--- config.mk ---
export PLATFORM = sky130hd
export DESIGN_NAME = e203_ifu_litebpu_fsm_flat
export DESIGN_NICKNAME = d
export VERILOG_FILES = /design/src/rtl/e203_ifu_litebpu_fsm_pkg.sv /design/src/rtl/e203_ifu_litebpu_fsm_if.sv /design/src/rtl/e203_ifu_bpu_tgtadd.sv /design/src/rtl/e203_ifu_litebpu_fsm.sv /design/src/flat_wrapper.sv
export SDC_FILE = /design/constraint.sdc
export NUM_CORES = 1
export LEC_CHECK = 0
export BUFFER_PORTS_ARGS = -buffer_cell sky130_fd_sc_hd__buf_2
export CORE_MARGIN = 1.5
export CORE_UTILIZATION = 53
export CTS_BUF_LIST = sky130_fd_sc_hd__clkbuf_4
export CTS_CLUSTER_DIAMETER = 100
export DETAILED_ROUTE_END_ITERATION = 12
export GPL_ROUTABILITY_DRIVEN = 0
export PLACE_DENSITY = 0.86
export SYNTH_ARGS = -nofsm -noshare
export SYNTH_HDL_FRONTEND = slang
export SYNTH_HIERARCHICAL = 1
export SYNTH_SLANG_ARGS = --single-unit
--- constraint.sdc ---
create_clock -name clk -period 18.2 [get_ports clk]
set_input_delay 3.64 -clock clk [delete_from_list [all_inputs] [get_ports clk]]
set_output_delay 3.64 -clock clk [all_outputs]
set_load 0.02 [all_outputs]
--- src/rtl/e203_ifu_litebpu_fsm_pkg.sv ---
// Shared widths, target-adder operand selection and small helpers for the lite BPU.
package e203_ifu_litebpu_fsm_pkg;

    localparam int PC_W    = 32;
    localparam int XLEN    = 32;
    localparam int RFIDX_W = 5;

    typedef enum logic [1:0] {
        OP1_PC   = 2'd0,
        OP1_ZERO = 2'd1,
        OP1_X1   = 2'd2,
        OP1_RS1  = 2'd3
    } op1_sel_t;

    function automatic logic [PC_W-1:0] seq_inc(input logic rv32);
        seq_inc = rv32 ? PC_W'(4) : PC_W'(2);
    endfunction

endpackage

--- src/rtl/e203_ifu_litebpu_fsm_if.sv ---
// Mini-decoder to BPU request bundle plus the prediction returned to ifetch.
interface e203_ifu_litebpu_fsm_if;
    import e203_ifu_litebpu_fsm_pkg::*;

    logic               dec_i_valid;
    logic [PC_W-1:0]    pc;
    logic               dec_rv32;
    logic               dec_jal;
    logic               dec_jalr;
    logic               dec_bxx;
    logic [RFIDX_W-1:0] dec_jalr_rs1idx;
    logic [XLEN-1:0]    dec_bjp_imm;

    logic               bpu_wait;
    logic               bpu_o_valid;
    logic               prdt_taken;
    logic [PC_W-1:0]    prdt_pc;

    modport master (
        output dec_i_valid, pc, dec_rv32, dec_jal, dec_jalr, dec_bxx,
               dec_jalr_rs1idx, dec_bjp_imm,
        input  bpu_wait, bpu_o_valid, prdt_taken, prdt_pc
    );

    modport slave (
        input  dec_i_valid, pc, dec_rv32, dec_jal, dec_jalr, dec_bxx,
               dec_jalr_rs1idx, dec_bjp_imm,
        output bpu_wait, bpu_o_valid, prdt_taken, prdt_pc
    );

endinterface

--- src/rtl/e203_ifu_bpu_tgtadd.sv ---
// Branch target adder (op1 + imm) and sequential fall-through adder, both modulo 2^PC_W.
// Purely combinational; no backpressure.
module e203_ifu_bpu_tgtadd
    import e203_ifu_litebpu_fsm_pkg::*;
(
    input  op1_sel_t        op1_sel,
    input  logic [PC_W-1:0] pc,
    input  logic [XLEN-1:0] x1,
    input  logic [XLEN-1:0] rs1,
    input  logic [XLEN-1:0] imm,
    input  logic            rv32,
    output logic [PC_W-1:0] tgt,
    output logic [PC_W-1:0] seq
);

    logic [PC_W-1:0] op1;

    always_comb begin
        op1 = '0;
        unique case (op1_sel)
            OP1_PC:   op1 = pc;
            OP1_ZERO: op1 = '0;
            OP1_X1:   op1 = x1[PC_W-1:0];
            OP1_RS1:  op1 = rs1[PC_W-1:0];
            default:  op1 = '0;
        endcase
    end

    assign tgt = op1 + imm[PC_W-1:0];
    assign seq = pc + seq_inc(rv32);

endmodule

--- src/rtl/e203_ifu_litebpu_fsm.sv ---
// Static predictor / next-PC generator; BXX/JAL/JALR-x0 resolve in 0 cycles, JALR x1 waits on hazards,
// JALR xn waits on hazards then spends 1 cycle reading rs1; bpu_wait holds fetch, flush/rst win over all.
module e203_ifu_litebpu_fsm
    import e203_ifu_litebpu_fsm_pkg::*;
(
    input  logic               clk,
    input  logic               rst,
    e203_ifu_litebpu_fsm_if.slave bpu,
    input  logic               flush,
    input  logic               oitf_empty,
    input  logic               ir_valid,
    input  logic               ir_rdwen,
    input  logic [RFIDX_W-1:0] ir_rdidx,
    input  logic [XLEN-1:0]    rf2bpu_x1,
    input  logic [XLEN-1:0]    rf2bpu_rs1,
    output logic               bpu2rf_rs1_ena
);

    localparam logic [1:0] IDLE     = 2'd0;
    localparam logic [1:0] WAIT_DEP = 2'd1;
    localparam logic [1:0] RD_RF    = 2'd2;

    logic [1:0]      state;
    logic [1:0]      nxt_state;
    op1_sel_t        op1_sel;
    logic [PC_W-1:0] tgt;
    logic [PC_W-1:0] seq;
    logic            vld;
    logic            taken;
    logic            wait_c;
    logic            rs1_ena;

    logic jalr_x0;
    logic jalr_x1;
    logic jalr_xn;
    logic dep1;
    logic depn;

    assign jalr_x0 = bpu.dec_jalr & (bpu.dec_jalr_rs1idx == RFIDX_W'(0));
    assign jalr_x1 = bpu.dec_jalr & (bpu.dec_jalr_rs1idx == RFIDX_W'(1));
    assign jalr_xn = bpu.dec_jalr & (bpu.dec_jalr_rs1idx >  RFIDX_W'(1));

    // x1 only conflicts with an IR writer of x1; xn is conservative and stalls on any IR occupant.
    assign dep1 = ~oitf_empty | (ir_valid & ir_rdwen & (ir_rdidx == RFIDX_W'(1)));
    assign depn = ~oitf_empty | ir_valid;

    always_comb begin
        nxt_state = state;
        vld       = 1'b0;
        taken     = 1'b0;
        wait_c    = 1'b0;
        rs1_ena   = 1'b0;
        op1_sel   = OP1_PC;
        if (rst || flush || !bpu.dec_i_valid) begin
            nxt_state = IDLE;
        end else if (state == RD_RF) begin
            // Read data arrives now; the dependency check already passed before the read.
            vld       = 1'b1;
            taken     = 1'b1;
            op1_sel   = OP1_RS1;
            nxt_state = IDLE;
        end else if (jalr_x1) begin
            if (dep1) begin
                wait_c    = 1'b1;
                nxt_state = WAIT_DEP;
            end else begin
                vld       = 1'b1;
                taken     = 1'b1;
                op1_sel   = OP1_X1;
                nxt_state = IDLE;
            end
        end else if (jalr_xn) begin
            wait_c = 1'b1;
            if (depn) begin
                nxt_state = WAIT_DEP;
            end else begin
                rs1_ena   = 1'b1;
                nxt_state = RD_RF;
            end
        end else begin
            vld       = 1'b1;
            nxt_state = IDLE;
            if (bpu.dec_jal) begin
                taken = 1'b1;
            end else if (bpu.dec_bxx) begin
                taken = bpu.dec_bjp_imm[XLEN-1];
            end else if (jalr_x0) begin
                taken   = 1'b1;
                op1_sel = OP1_ZERO;
            end
        end
    end

    always_ff @(posedge clk) begin
        if (rst) begin
            state <= IDLE;
        end else begin
            state <= nxt_state;
        end
    end

    e203_ifu_bpu_tgtadd u_tgtadd (
        .op1_sel (op1_sel),
        .pc      (bpu.pc),
        .x1      (rf2bpu_x1),
        .rs1     (rf2bpu_rs1),
        .imm     (bpu.dec_bjp_imm),
        .rv32    (bpu.dec_rv32),
        .tgt     (tgt),
        .seq     (seq)
    );

    assign bpu.bpu_o_valid = vld;
    assign bpu.bpu_wait    = wait_c;
    assign bpu.prdt_taken  = taken;
    assign bpu.prdt_pc     = vld ? (taken ? tgt : seq) : '0;
    assign bpu2rf_rs1_ena  = rs1_ena;

endmodule

--- src/flat_wrapper.sv ---
// flat-port wrapper written by rule: the top's interface ports become plain ports
module e203_ifu_litebpu_fsm_flat import e203_ifu_litebpu_fsm_pkg::*;
  (clk, rst, flush, oitf_empty, ir_valid, ir_rdwen, ir_rdidx, rf2bpu_x1, rf2bpu_rs1, bpu2rf_rs1_ena, bpu_dec_i_valid, bpu_pc, bpu_dec_rv32, bpu_dec_jal, bpu_dec_jalr, bpu_dec_bxx, bpu_dec_jalr_rs1idx, bpu_dec_bjp_imm, bpu_bpu_wait, bpu_bpu_o_valid, bpu_prdt_taken, bpu_prdt_pc);
  e203_ifu_litebpu_fsm_if bpu_i ();
  input  logic clk;
  input  logic rst;
  input  logic flush;
  input  logic oitf_empty;
  input  logic ir_valid;
  input  logic ir_rdwen;
  input  logic [RFIDX_W-1:0] ir_rdidx;
  input  logic [XLEN-1:0] rf2bpu_x1;
  input  logic [XLEN-1:0] rf2bpu_rs1;
  output logic bpu2rf_rs1_ena;
  input wire logic [$bits(bpu_i.dec_i_valid)-1:0] bpu_dec_i_valid;
  input wire logic [$bits(bpu_i.pc)-1:0] bpu_pc;
  input wire logic [$bits(bpu_i.dec_rv32)-1:0] bpu_dec_rv32;
  input wire logic [$bits(bpu_i.dec_jal)-1:0] bpu_dec_jal;
  input wire logic [$bits(bpu_i.dec_jalr)-1:0] bpu_dec_jalr;
  input wire logic [$bits(bpu_i.dec_bxx)-1:0] bpu_dec_bxx;
  input wire logic [$bits(bpu_i.dec_jalr_rs1idx)-1:0] bpu_dec_jalr_rs1idx;
  input wire logic [$bits(bpu_i.dec_bjp_imm)-1:0] bpu_dec_bjp_imm;
  output wire logic [$bits(bpu_i.bpu_wait)-1:0] bpu_bpu_wait;
  output wire logic [$bits(bpu_i.bpu_o_valid)-1:0] bpu_bpu_o_valid;
  output wire logic [$bits(bpu_i.prdt_taken)-1:0] bpu_prdt_taken;
  output wire logic [$bits(bpu_i.prdt_pc)-1:0] bpu_prdt_pc;
  assign bpu_i.dec_i_valid = bpu_dec_i_valid;
  assign bpu_i.pc = bpu_pc;
  assign bpu_i.dec_rv32 = bpu_dec_rv32;
  assign bpu_i.dec_jal = bpu_dec_jal;
  assign bpu_i.dec_jalr = bpu_dec_jalr;
  assign bpu_i.dec_bxx = bpu_dec_bxx;
  assign bpu_i.dec_jalr_rs1idx = bpu_dec_jalr_rs1idx;
  assign bpu_i.dec_bjp_imm = bpu_dec_bjp_imm;
  assign bpu_bpu_wait = bpu_i.bpu_wait;
  assign bpu_bpu_o_valid = bpu_i.bpu_o_valid;
  assign bpu_prdt_taken = bpu_i.prdt_taken;
  assign bpu_prdt_pc = bpu_i.prdt_pc;
  e203_ifu_litebpu_fsm u_core (.clk(clk), .rst(rst), .bpu(bpu_i), .flush(flush), .oitf_empty(oitf_empty), .ir_valid(ir_valid), .ir_rdwen(ir_rdwen), .ir_rdidx(ir_rdidx), .rf2bpu_x1(rf2bpu_x1), .rf2bpu_rs1(rf2bpu_rs1), .bpu2rf_rs1_ena(bpu2rf_rs1_ena));
endmodule
Word-level counts from Yosys, hierarchy flattened:

Cells that the tools add are included.

* register bits after elaboration: 2
* input bits: 149
* output and inout port bits: 36
* word-level logic and storage cells: 62

* add/sub/neg operators: 2
* order comparisons: 1
* equal/unequal tests: 6
* multiplexer cells: 38
* bitwise operators: 8
* reductions and logical operators: 6

Operators with widths (number)
* $pmux W32 S4: 1
* $mux W32: 2
* $add A32 B3 Y32: 1
* $add A32 B32 Y32: 1
* $mux W1: 24
* $mux W2: 10
* $eq A5 B1 Y1 const B: 2
* $eq A2 B2 Y1 const B: 3
* $and A1 B1 Y1: 5
* $gt A5 B1 Y1 const B: 1
* $logic_not A5 Y1: 1
* $mux W3: 1
* $reduce_or A3 Y1: 1
* $eq A2 B1 Y1 const B: 1
* $logic_not A2 Y1: 1
* $logic_or A1 B1 Y1: 2
* $or A1 B1 Y1: 2
* $logic_not A1 Y1: 1
* $not A1 Y1: 1

Longest topological paths before layout:

Gate-level depths: netlist (run 1).

* depth after elaboration: 14
* depth in mapped cells: 25
* gate-level depth less buffers: 20

Modules after synthesis:

The synthesis (run 1) kept the hierarchy.

Modules (own cells, without submodules)
* e203_ifu_bpu_tgtadd: instances 1, cells an instance 401, area each 2798.9 sq um, sequential area each 0.0 sq um
* e203_ifu_litebpu_fsm: instances 1, cells an instance 143, area each 1152.4 sq um, sequential area each 40.0 sq um

Worst setup path after synthesis (run 1):

No wires, ideal clock.

* path type: input to output
* from: in bpu_dec_jalr_rs1idx[1]
* to: out bpu_prdt_pc[31]
* arrival: 8.462 ns
* data required time: 14.560 ns
* slack: 6.098 ns
* stages on the path: 21
* buffers on the path: 4
* path through: or4_4 > nor2_1 > a21o_1 > buf_6 > buf_8 > and2_1 > clkbuf_1 > buf_1 > mux2i_1 > o21ai_1 > ha_1 > and4_1 > nand3_2 > or4b_1 > o311ai_1 > nor3_2 > o41ai_4 > a311oi_1 > xnor2_1 > nand2_1 > o32ai_1

* elaborated cells between the ends (all ways): 32
* classes of those cells: 1 x add/sub; 1 x order compare; 4 x eq/ne; 21 x mux; 3 x bitwise; 2 x reduce/logical

RTL lines
* start: declaration: RTL line flat_wrapper.sv:21 `input wire logic [$bits(bpu_i.dec_jalr_rs1idx)-1:0] bpu_dec_jalr_rs1idx;`
* $gt A5 B1 Y1: RTL line e203_ifu_litebpu_fsm.sv:41 `assign jalr_xn = bpu.dec_jalr & (bpu.dec_jalr_rs1idx > RFIDX_W'(1));`
* $and A1 B1 Y1: RTL line e203_ifu_litebpu_fsm.sv:41
* $mux W2: RTL line e203_ifu_litebpu_fsm.sv:72 `end else if (jalr_xn) begin`
* $mux W2 (*): RTL line e203_ifu_litebpu_fsm.sv:62 `end else if (jalr_x1) begin`
* $mux W2 (*): RTL line e203_ifu_litebpu_fsm.sv:56 `end else if (state == RD_RF) begin`
* $mux W2 (*): RTL line e203_ifu_litebpu_fsm.sv:54 `if (rst || flush || !bpu.dec_i_valid) begin`
* net u_core.op1_sel[1]: RTL line e203_ifu_litebpu_fsm.sv:25 `op1_sel_t op1_sel;`
* $eq A2 B2 Y1, or another cell as far along: RTL line e203_ifu_bpu_tgtadd.sv:20 `unique case (op1_sel)`
* $pmux W32 S4 (*): RTL line e203_ifu_bpu_tgtadd.sv:20
* $add A32 B32 Y32 (*): RTL line e203_ifu_bpu_tgtadd.sv:29 `assign tgt = op1 + imm[PC_W-1:0];`
* net u_core.tgt[31]: RTL line e203_ifu_litebpu_fsm.sv:26 `logic [PC_W-1:0] tgt;`
* $mux W32 (*) (2 in series): RTL line e203_ifu_litebpu_fsm.sv:116 `assign bpu.prdt_pc = vld ? (taken ? tgt : seq) : '0;`
* end: declaration: RTL line flat_wrapper.sv:26 `output wire logic [$bits(bpu_i.prdt_pc)-1:0] bpu_prdt_pc;`

Mark *: on every way through the listed nets, which the timed path passes. The rest lies on a longest branch.

Final worst setup path (run 1):

* from: in bpu_dec_jalr_rs1idx[1]
* to: out bpu_prdt_pc[30]

The elaborated chain is that of the path after synthesis.

==> summary.txt, run 1 <==
Status
  • Status: completed

Place
  • Dpl cell area: just under 5000 sq um
  • HPWL after DPL: 10.5 mm
  • Port bufs: 184

Drt
  • Vias/cell: 5.94
  • Drt first pass iters: 5
  • Post-route ant nets: 0
  • Routed vias: 4772
  • Total Routed Length: 13.0 mm
  • Starting DRT DRC Count: 320
  • Wire per inst: 16.1 microns
  • # DRC: 0

Timing
  • Final hold viol count: 0
  • Crit path time final: 13.87 ns
  • Final period utilization: 76.2%
  • Slew HR: 28.2%
  • Clock Skew: between 0.0015 and 0.002 ns
  • RSZ-0062 raised after global routing: no
  • Slew @ Worst Pin: 1.08 ns
  • Final setup vio count: 0
  • FMAX: between 70 and 80 MHz
  • Setup_tns: 0 ns
  • Final Max Tran Viols: 0

Pwr
  • Leak: 2.27 nW
  • VDD IR-drop max: 13.9 uV
  • Clk pwr share: 7.2%
  • Switch share: slightly above 50%
  • Switching Power: a little under 0.07 mW
  • P_int: 0.0633 mW
  • Pwr per Cell Area: between 20 and 30 nW/um^2
  • Overall Power: 0.132 mW
  • Sequential share of power: between 3 and 4%
  • Gate power share: 89.3%

Yosys
  • Mapped Cells: 544
  • Post-Syn Area per Cell: 7.26 sq um
  • Simple-Gate Fraction of Synth Area: 22.5%
  • Yosys cell types: 66
  • Post-synthesis register bit count: 2
  • Sequential area share after synthesis: 1.01%
  • Xor and xnor area share after synthesis: 13.3%
  • Post-Syn Area: just under 4000 sq um
  • Multiplexer share of the synthesized area: between 8 and 9%
  • Syn. warnings: 6
  • Syn Nets: 731
  • Post-synth EDFFs: 0
  • Synth Area in Compound Gates: 33.2%
  • Synth Area in Adders: 12.4%
  • Top FF cell, synth: dfxtp_1
  • Async SR Flop Fraction: 0%
  • Largest family of logic cells by synthesized area: compound AO/OA/AOI/OAI gates

Layout
  • Area growth from synthesis to layout: 23.4%
  • Fin area: roughly 4900 sq um
  • Multi-input logic area: about 3600 sq um
  • Filler instances: 641
  • Nets: 894
  • Share of cells above drive strength 1: 33.8%
  • Largest registers: u_core/state (2)
  • Layout Utilization: 67.6%
  • ANT cells: 0
  • Biggest register: u_core/state
  • Max FFs per register: 2
  • Register area: 40.0 sq um

Floorplan
  • Core area: 7210 sq um
  • Initial Util: between 50% and 60%
  • # IOs: roughly 190
  • Die span in y: 89.3 microns
  • Die Area: 7980 sq um
  • Die X-Extent: 89.3 microns
  • Site row count: 31

Run
  • Max Cap Viol: 0

CTS
  • CTS tree: yes
  • Worst-case clock buffer depth: 2
  • Hold_buf cts: 0
  • CTS Buf Count: 3
  • Clock slew at reported path FFs: 0.03 ns
  • Post-CTS Resized: 0
  • Clk sinks: 2
  • CTS H-tree lvls: 1
  • Clk_lat worst skew: 0.22 ns
  • Root buffer cell: clkbuf_4
  • Post-CTS Setup Repair Bufs: 0

Critical path
  • Cell mode on critical path: nand2_1
  • Slowest stage delay, CP: 0.86 ns
  • Critical-path top delay cell: a21o_2
  • Worst path required time: 14.56 ns
  • CP startpoint kind: input pin
  • CP Cell Sequence: buf_2 > or4_4 > nor2_1 > a21o_2 > and2_2 > buf_4 > and2_1 > buf_4 > nand2_1 > o21ai_1 > ha_1 > inv_1 > fa_1 > nor2b_1 > o2111ai_1 > nand2_1 > a221oi_2 > o221ai_1 > a2111oi_1 > o41ai_1 > xor2_1 > nand2_1 > o32ai_2 > buf_2
  • Crit path max-delay family: compound AO/OA/AOI/OAI gates
  • CP Buf/Inv Count: 5
  • Crit-path max FO: 34
  • Crit path kind: input pin to primary output
  • Crit. End Element: primary output
  • Worst Path Arrival: 10.23 ns

Worst hold path
  • Hold Path Class: flop to flop

Global route
  • Number of global-route vias before repair: 4448
  • Initial antenna violation count: 0
  • GRT overflow: 0
  • Largest net degree at the start of global routing: 39
  • First-pass GRT wire length: 20.1 mm
  • GRT Overall Usage: 31.3%
==> through the flow <==
| step | setup slack (ns) | std cells | hold WS [ns] |
|---|---|---|---|
| finish | 4.33 | 804 | 0.730 |
| global route | 3.94 | 804 | 0.784 |
| CTS | 4.44 | 804 | 0.735 |
| detailed placement | 4.46 | 801 | 0.726 |
| global placement | 4.69 | 801 | 0.691 |
| floorplan | 6.10 | 544 | 0.641 |
==> cells by family (layout without fill, tap and decap cells) <==
logic type | count (synthesis) | count (layout)
compound gates | 151 | 151
xor+xnor | 60 | 60
fa+ha+maj | 38 | 38
buf+inv | 78 | 239
flops | 2 | 2
mux | 32 | 32
simple gates | 183 | 183
==> Yosys cell counts, drive strengths merged, types with 3 or more instances <==
master / n / share of area [%]
o21ai: 40 / 5.1
a21oi: 30 / 3.8
a21o: 16 / 3.0
o21a: 3 / 0.57
mux2i: 32 / 8.1
nand3: 13 / 1.8
nor2b: 5 / 0.79
nand2b: 3 / 0.48
o21bai: 4 / 0.76
nor3b: 3 / 0.57
buf: 14 / 3.4
ha: 36 / 11
or4b: 3 / 0.85
xnor2: 45 / 10
nand2: 92 / 8.7
a221oi: 3 / 1.3
xor2: 15 / 3.3
and2: 3 / 0.48
inv: 47 / 4.5
clkbuf: 17 / 1.6
and4: 6 / 1.3
a31oi: 4 / 0.63
nor2: 23 / 2.2
nor3: 5 / 0.76
o32ai: 32 / 13
nand4: 14 / 2.2
and3: 6 / 0.95
==> cell usage in the layout, fill, tap and decap left out, types with 3 or more instances in the layout <==
cell,synthesis,routed
clkbuf_4,0,3
o21a_1,3,3
nor3_1,4,4
o32ai_2,28,28
a31oi_1,4,4
nand2b_1,3,3
buf_2,1,184
nor2_1,23,23
nand3_1,12,11
a21oi_1,30,30
nand2_1,92,92
o21ai_1,30,30
ha_1,36,36
o21ai_0,10,10
and4_1,6,6
xor2_1,15,15
buf_4,3,5
nand4_1,14,14
nor2b_1,5,5
mux2i_1,32,32
and3_1,6,6
o21bai_1,4,4
xnor2_1,45,45
inv_1,46,46
a21o_1,16,15
==> tightest hold or removal path, cell delays in order (launching register included) <==
cell     delay (ns)
dfxtp_1        0.30
or2b_2         0.13
nand3_1        0.14
nor2_1         0.13
==> power groups by stage <==
stage	Combinational, mW	Sequential, mW	Clock, mW
floorplan	0.0794	0.00456	0
global placement	0.112	0.00456	0
detailed placement	0.115	0.00456	0
CTS	0.116	0.00451	0.0101
global route	0.129	0.00450	0.0106
finish	0.118	0.00451	0.00952
==> final timing paths <==
kind / end / startpoint / slack, ns / cells after the start
setup reg to reg: u_core/state[0] / u_core/state[1] / 17.25 / 3
setup / recovery: bpu_prdt_pc[30] / bpu_dec_jalr_rs1idx[1] / 4.33 / 24
hold reg to reg: u_core/state[1] / u_core/state[0] / 0.73 / 3
hold / removal: u_core/state[1] / u_core/state[0] / 0.73 / 3
==> metal layers <==
metal | up-vias | routed length [microns] | global-route usage (%)
met4 | 0 | 273 | 9.51
met2 | 246 | 6300 | 54.5
met5 | - | 0 | 0
met1 | 2203 | 5220 | 40.0
li1 | 2290 | - | -
met3 | 33 | 1170 | 3.88
==> area by class of cell <==
cell class,count,area share [%]
clock buffer,3,0.462
inverter,47,3.62
multi-input combinational,464,72.9
sequential,2,0.821
tap,99,2.54
timing repair buffer,189,19.7
Power figures use the tool's default switching activity.
==> run 2: changes to the inputs <==
CORE_UTILIZATION = 50   (was 53)
PLACE_DENSITY = 0.82   (was 0.86)
clock period = 14.4 ns   (was 18.2 ns; I/O delays follow)
==> run 2 against run 1 <==
  * Die area grew 5.8%
  * Combinational power grew 25%
  * First-iteration DRC count shrank 26%
  * Setup slack lost 2.4 ns
==> summary.txt, run 2 (synthesis gave the netlist of run 1 again) <==
Timing
  • Clock Skew: 0.000630 ns
  • Final hold viol count: 0
  • Final period utilization: 86.8%
  • Setup_tns: 0 ns
  • Slew HR: 17.1%
  • Crit path time final: 12.50 ns
  • FMAX: 80.0 MHz
  • Slew @ Worst Pin: 1.24 ns
  • Final setup vio count: 0
  • Final Max Tran Viols: 0
  • RSZ-0062 raised after global routing: no
  • Fin worst setup slack: 1.90 ns

Layout
  • Max FFs per register: 2
  • Share of cells above drive strength 1: around 34%
  • Layout Utilization: 63.4%
  • Commonest non-fill, non-tap cell in the layout: buf_2
  • Most frequent cells in the layout: buf_2, nand2_1, inv_1, xnor2_1, ha_1
  • Biggest register: u_core/state
  • Largest registers: u_core/state (2)
  • Filler instances: 706
  • Area growth from synthesis to layout: 23.3%
  • Nets: approximately 890
  • Fin area: 4870 sq um
  • Multi-input logic area: 3550 sq um
  • Register area: 40.0 sq um
  • ANT cells: 0

Critical path
  • Crit-path max FO: 34
  • Worst Path Arrival: 9.62 ns
  • Worst path required time: roughly 12 ns
  • CP startpoint kind: input pin
  • Crit. End Element: primary output
  • Crit path kind: input pin to primary output

Pwr
  • Pwr per Cell Area: 34.1 nW/um^2
  • Leak: 2.26 nW
  • VDD IR-drop max: approximately 15 uV
  • Overall Power: 0.166 mW

CTS
  • Clock slew at reported path FFs: 0.03 ns
  • CTS Buf Count: 3
  • Root buffer cell: clkbuf_4
  • Post-CTS Setup Repair Bufs: 0
  • Clk_lat worst skew: between 0.2 and 0.25 ns
  • Post-CTS Resized: 0
  • Clk sinks: 2
  • CTS tree: yes
  • Hold_buf cts: 0
  • Worst-case clock buffer depth: 2
  • CTS H-tree lvls: 1

Global route
  • First-pass GRT wire length: 20.7 mm
  • Largest net degree at the start of global routing: 39
  • GRT Overall Usage: between 20% and 30%
  • GRT overflow: 0
  • Initial antenna violation count: 0
  • Number of global-route vias before repair: 4619

Drt
  • # DRC: 0
  • Drt first pass iters: 5
  • Vias/cell: roughly 5.9
  • Post-route ant nets: 0
  • Routed vias: about 4800
  • Wire per inst: 15.9 microns
  • Starting DRT DRC Count: 237
  • Total Routed Length: between 10 and 15 mm

Floorplan
  • Initial Util: just over 50%
  • Die X-Extent: 91.9 microns
  • Site row count: 32
  • Die Area: 8440 sq um
  • # IOs: 185
  • Core area: roughly 7700 sq um
  • Die span in y: 91.9 microns

Worst hold path
  • Hold Path Class: flop to flop

Run
  • Max Cap Viol: 0

Status
  • Status: completed

Place
  • Port bufs: around 180
  • HPWL after DPL: 10.4 mm
  • Pre-CTS setup slack: 1.95 ns
  • Dpl cell area: 4850 sq um
-- run 2: changes by cell type in the layout (fill, tap and decap cells not counted) --
cell   change
buf_4      -1
-- run 2: layer usage --
layer  wire, microns  part of all wire, %  global-route usage [%]  up-vias
met5               0                    0                       0        -
met4             190                  1.5                    8.46        0
met3             826                  6.4                    1.58       22
met2            6380                   50                    51.2      212
met1            5420                   42                    37.8     2229
li1                -                    -                       -     2292
-- run 2: per-stage QoR --
step                instances  hold WS [ns]
detailed placement        803         0.733
global route              806         0.835
floorplan                 544         0.641
global placement          803         0.698
finish                    806         0.725
CTS                       806         0.743
-- run 2: worst max-delay path: stages --
cell,delay (ns)
buf_2,0.09
or4_4,0.57
nor2_1,0.25
a21o_2,0.84
and2_2,0.27
buf_4,0.50
and2_1,1.05
nand2_1,0.11
o21ai_1,0.12
ha_1,0.21
inv_1,0.06
fa_1,0.40
nor2b_1,0.18
o2111ai_1,0.14
nand2_1,0.18
a221oi_2,0.11
o221ai_1,0.38
a2111oi_1,0.20
o41ai_1,0.44
xor2_1,0.19
nand2_1,0.08
o32ai_2,0.11
buf_2,0.23
-- run 2: cell type report --
type                            instances  share of cell area, %
Clock buffer                            3                  0.462
Sequential cell                         2                  0.822
Timing Repair Buffer                  188                   19.5
Tap cell                              102                   2.62
Multi-Input combinational cell        464                   73.0
Inverter                               47                   3.62
-- run 2: where the power goes --
part | leakage, nW | switching, mW | internal, mW
registers | 0.0162 | 0.0000167 | 0.00568
clock network | 0.0138 | 0.00313 | 0.00919
logic | 2.23 | 0.0827 | 0.0652
total | 2.26 | 0.0859 | 0.0800
-- run 2: path summary, 6_finish.rpt --
check,slack [ns],end,depth (start not counted),start
worst max-delay path,1.90,bpu_prdt_pc[30],23,bpu_dec_jalr_rs1idx[1]
worst min-delay path,0.72,u_core/state[1],3,u_core/state[0]
worst max register to register,13.44,u_core/state[0],3,u_core/state[1]
worst min register to register,0.72,u_core/state[1],3,u_core/state[0]
==> run 3: changes to the inputs <==
CORE_UTILIZATION = 48   (was 50)
PLACE_DENSITY = 0.81   (was 0.82)
SYNTH_HIERARCHICAL = default   (was 1)
==> run 3 against run 2 <==
  * Sequential power about the same
  * Sequential cell count stayed put
  * Setup slack improved by 1.7 ns
  * Design area decreased by 7.2%
  * Die area shrank 6.8%
  * Wire length shrank 4.4%
  * First-iteration DRC count grew 17%
  * Non-clock buffer count stayed put
  * Critical path depth decreased by 1
  * Register-to-register slack worse by 0.11 ns
  * Highest routed layer unchanged
==> summary.txt, run 3 <==
Layout
  • Share of cells above drive strength 1: 29.0%
  • Max FFs per register: 2
  • Most frequent cells in the layout: buf_2, nand2_1, nor2_1, o21ai_1, ha_1
  • Commonest non-fill, non-tap cell in the layout: buf_2
  • Nets: approximately 900
  • ANT cells: 0
  • Biggest register: u_core.state
  • Layout Utilization: between 60% and 70%
  • Fin area: 4520 sq um
  • Area growth from synthesis to layout: 28.1%
  • Filler instances: 690
  • Largest registers: u_core.state (2)

Timing
  • Min Hold Slack: 0.667 ns
  • FMAX: slightly above 90 MHz
  • Final hold viol count: 0
  • Final setup vio count: 0
  • RSZ-0062 raised after global routing: no
  • Setup_tns: 0 ns
  • Slew HR: 29.6%
  • Crit path time final: 10.76 ns
  • Final Max Tran Viols: 0
  • Slew @ Worst Pin: 1.06 ns
  • Final period utilization: 74.7%
  • Clock Skew: 0.00546 ns

Floorplan
  • # IOs: ~190
  • Core area: 7180 sq um
  • Die Area: 7870 sq um
  • Die span in y: 88.7 microns
  • Initial Util: 49.2%
  • Die X-Extent: roughly 89 microns
  • Site row count: 31

Yosys
  • Top FF cell, synth: dfxtp_1
  • Multiplexer share of the synthesized area: 9.08%
  • Mapped Cells: 541
  • Most frequent cell after synthesis: nand2_1
  • Xor and xnor area share after synthesis: between 10% and 20%
  • Largest family of logic cells by synthesized area: compound AO/OA/AOI/OAI gates
  • Post-Syn Area per Cell: 6.52 sq um
  • Async SR Flop Fraction: 0%
  • Syn Nets: 732
  • Yosys cell types: 61
  • Syn. warnings: 0
  • Simple-Gate Fraction of Synth Area: 26.7%
  • Synth Area in Adders: 15.3%
  • Synth Area in Compound Gates: 28.8%
  • Post-synthesis register bit count: 2
  • Post-synth top cells: nand2_1, nor2_1, o21ai_1
  • Synth area leaders: ha_1, mux2i_1, nand2_1
  • Post-synth EDFFs: 0
  • Post-Syn Area: 3530 sq um
  • Leading area contributor after synthesis: ha_1
  • Synth top area share: 14.2%
  • Sequential area share after synthesis: between 1 and 1.5%

Critical path
  • RR Endpoint: u_core.state[0]
  • CP Depth: 22
  • Crit path max-delay family: compound AO/OA/AOI/OAI gates
  • CP Cell Sequence: buf_2 > nor4_2 > nand3b_1 > o31a_2 > buf_4 > inv_1 > o21ai_2 > buf_4 > nand2_1 > o21ai_1 > ha_1 > fa_1 > and3_1 > a211oi_2 > o21ai_1 > a31oi_1 > a21oi_1 > o211a_1 > a211oi_1 > o32ai_1 > nand3b_1 > buf_2
  • CP startpoint kind: input pin
  • CP Buf/Inv Count: 5
  • Crit path kind: input pin to primary output
  • R2R cell count: 5
  • Crit. End Element: primary output
  • Worst R2R Start: u_core.state[0]
  • Critical-path top delay cell: nor4_2
  • Critical path origin: bpu_dec_jalr_rs1idx[4]
  • Worst path required time: 11.52 ns
  • Crit-path max FO: 33
  • Crit path to: bpu_prdt_pc[30]
  • Worst Path Arrival: 7.88 ns
  • Flop-to-flop setup slack: 13.33 ns
  • Slowest stage delay, CP: 0.48 ns

Pwr
  • Gate power share: between 80% and 90%
  • VDD IR-drop max: 15.7 uV
  • Leak: 2.51 nW
  • Switch share: 52.0%
  • Switching Power: 0.0813 mW
  • Pwr per Cell Area: 34.6 nW/um^2
  • Sequential share of power: about 3.6%
  • Clk pwr share: 8.1%
  • P_int: 0.0749 mW

Worst hold path
  • Hold Path Class: flop to flop
  • Hold path depth: 3

Drt
  • Drt first pass iters: 4
  • Wire per inst: about 15 microns
  • Vias/cell: 5.81
  • Routed vias: around 4700
  • # DRC: 0
  • Total Routed Length: 12.3 mm
  • Starting DRT DRC Count: roughly 280
  • Post-route ant nets: 0

CTS
  • CTS tree: yes
  • CTS H-tree lvls: 1
  • Clk sinks: 2
  • Post-CTS Resized: 0
  • Post-CTS Setup Repair Bufs: 0
  • Clock slew at reported path FFs: 0.03 ns
  • Root buffer cell: clkbuf_4
  • Clk_lat worst skew: 0.23 ns
  • Hold_buf cts: 0
  • CTS Buf Count: 3
  • Worst-case clock buffer depth: 2

Place
  • Dpl cell area: 4500 sq um
  • Port bufs: between 150 and 200
  • HPWL after DPL: 9.92 mm

Status
  • Status: completed

Global route
  • GRT Overall Usage: 29.5%
  • Initial antenna violation count: 0
  • Number of global-route vias before repair: 4420
  • Largest net degree at the start of global routing: 43
  • First-pass GRT wire length: 19.0 mm
  • GRT overflow: 0

Run
  • Max Cap Viol: 0
-- run 3: changes by cell type after synthesis, moves of 5 or more --
| cell | previous run | this run |
|---|---|---|
| xor2_1 | 15 | 30 |
| a21o_1 | 16 | 10 |
| a21oi_1 | 30 | 38 |
| a211oi_1 | 1 | 20 |
| nand2_1 | 92 | 82 |
| xnor2_1 | 45 | 26 |
| inv_1 | 46 | 14 |
| o21ai_1 | 30 | 46 |
| nand3_1 | 12 | 23 |
| nand4_1 | 14 | 9 |
| nor2_1 | 23 | 52 |
| o32ai_2 | 28 | 0 |
-- run 3: worst min path at each step --
stage | start | to | slack (ns)
floorplan | u_core.state[1] | u_core.state[1] | 0.57
global placement | u_core.state[1] | u_core.state[1] | 0.65
detailed placement | u_core.state[1] | u_core.state[1] | 0.66
CTS | u_core.state[1] | u_core.state[1] | 0.68
global route | u_core.state[1] | u_core.state[1] | 0.75
finish | u_core.state[1] | u_core.state[1] | 0.67
-- run 3: power groups by stage --
stage | clock network, mW | registers, mW | logic, mW
2_1_floorplan | 0 | 0.00576 | 0.0886
3_3_place_gp | 0 | 0.00576 | 0.132
3_5_place_dp | 0 | 0.00576 | 0.135
4_1_cts | 0.0131 | 0.00570 | 0.136
5_1_grt | 0.0144 | 0.00570 | 0.152
6_report | 0.0127 | 0.00570 | 0.138
-- run 3: per-layer routing --
metal	wire length, microns	vias up	track usage, %
li1	-	2286	-
met1	5250	2127	37.0
met2	5890	217	51.4
met3	761	36	2.15
met4	362	0	13.4
met5	0	-	0
-- run 3: worst register-to-register path, cell delays in order, from the launching register on --
cell and delay (ns):
dfxtp_1 0.29, nand2b_1 0.17, nand2_1 0.15, nor2_1 0.06, and2_1 0.16, a21boi_1 0.12
-- run 3: layout make-up --
| cell class | instances | area, sq um | share of cell area, % |
|---|---|---|---|
| flip-flops and latches | 2 | 40.0 | 0.886 |
| repair buffers | 188 | 951 | 21.0 |
| well taps | 99 | 124 | 2.74 |
| clock buffers | 3 | 22.5 | 0.498 |
| multi-input cells | 494 | 3320 | 73.4 |
| inverters | 17 | 63.8 | 1.41 |
-- run 3: through the flow --
stage	total power, mW	instances	setup slack [ns]
6_report	0.156	803	3.64
5_1_grt	0.172	803	3.30
3_3_place_gp	0.138	800	3.90
3_5_place_dp	0.141	800	3.72
4_1_cts	0.155	803	3.68
2_1_floorplan	0.0944	541	4.41
-- run 3: logic make-up after synthesis --
logic type / Yosys count
buf+inv: 45
compound gates: 160
mux: 32
fa+ha+maj: 42
flops: 2
xor+xnor: 56
simple gates: 204
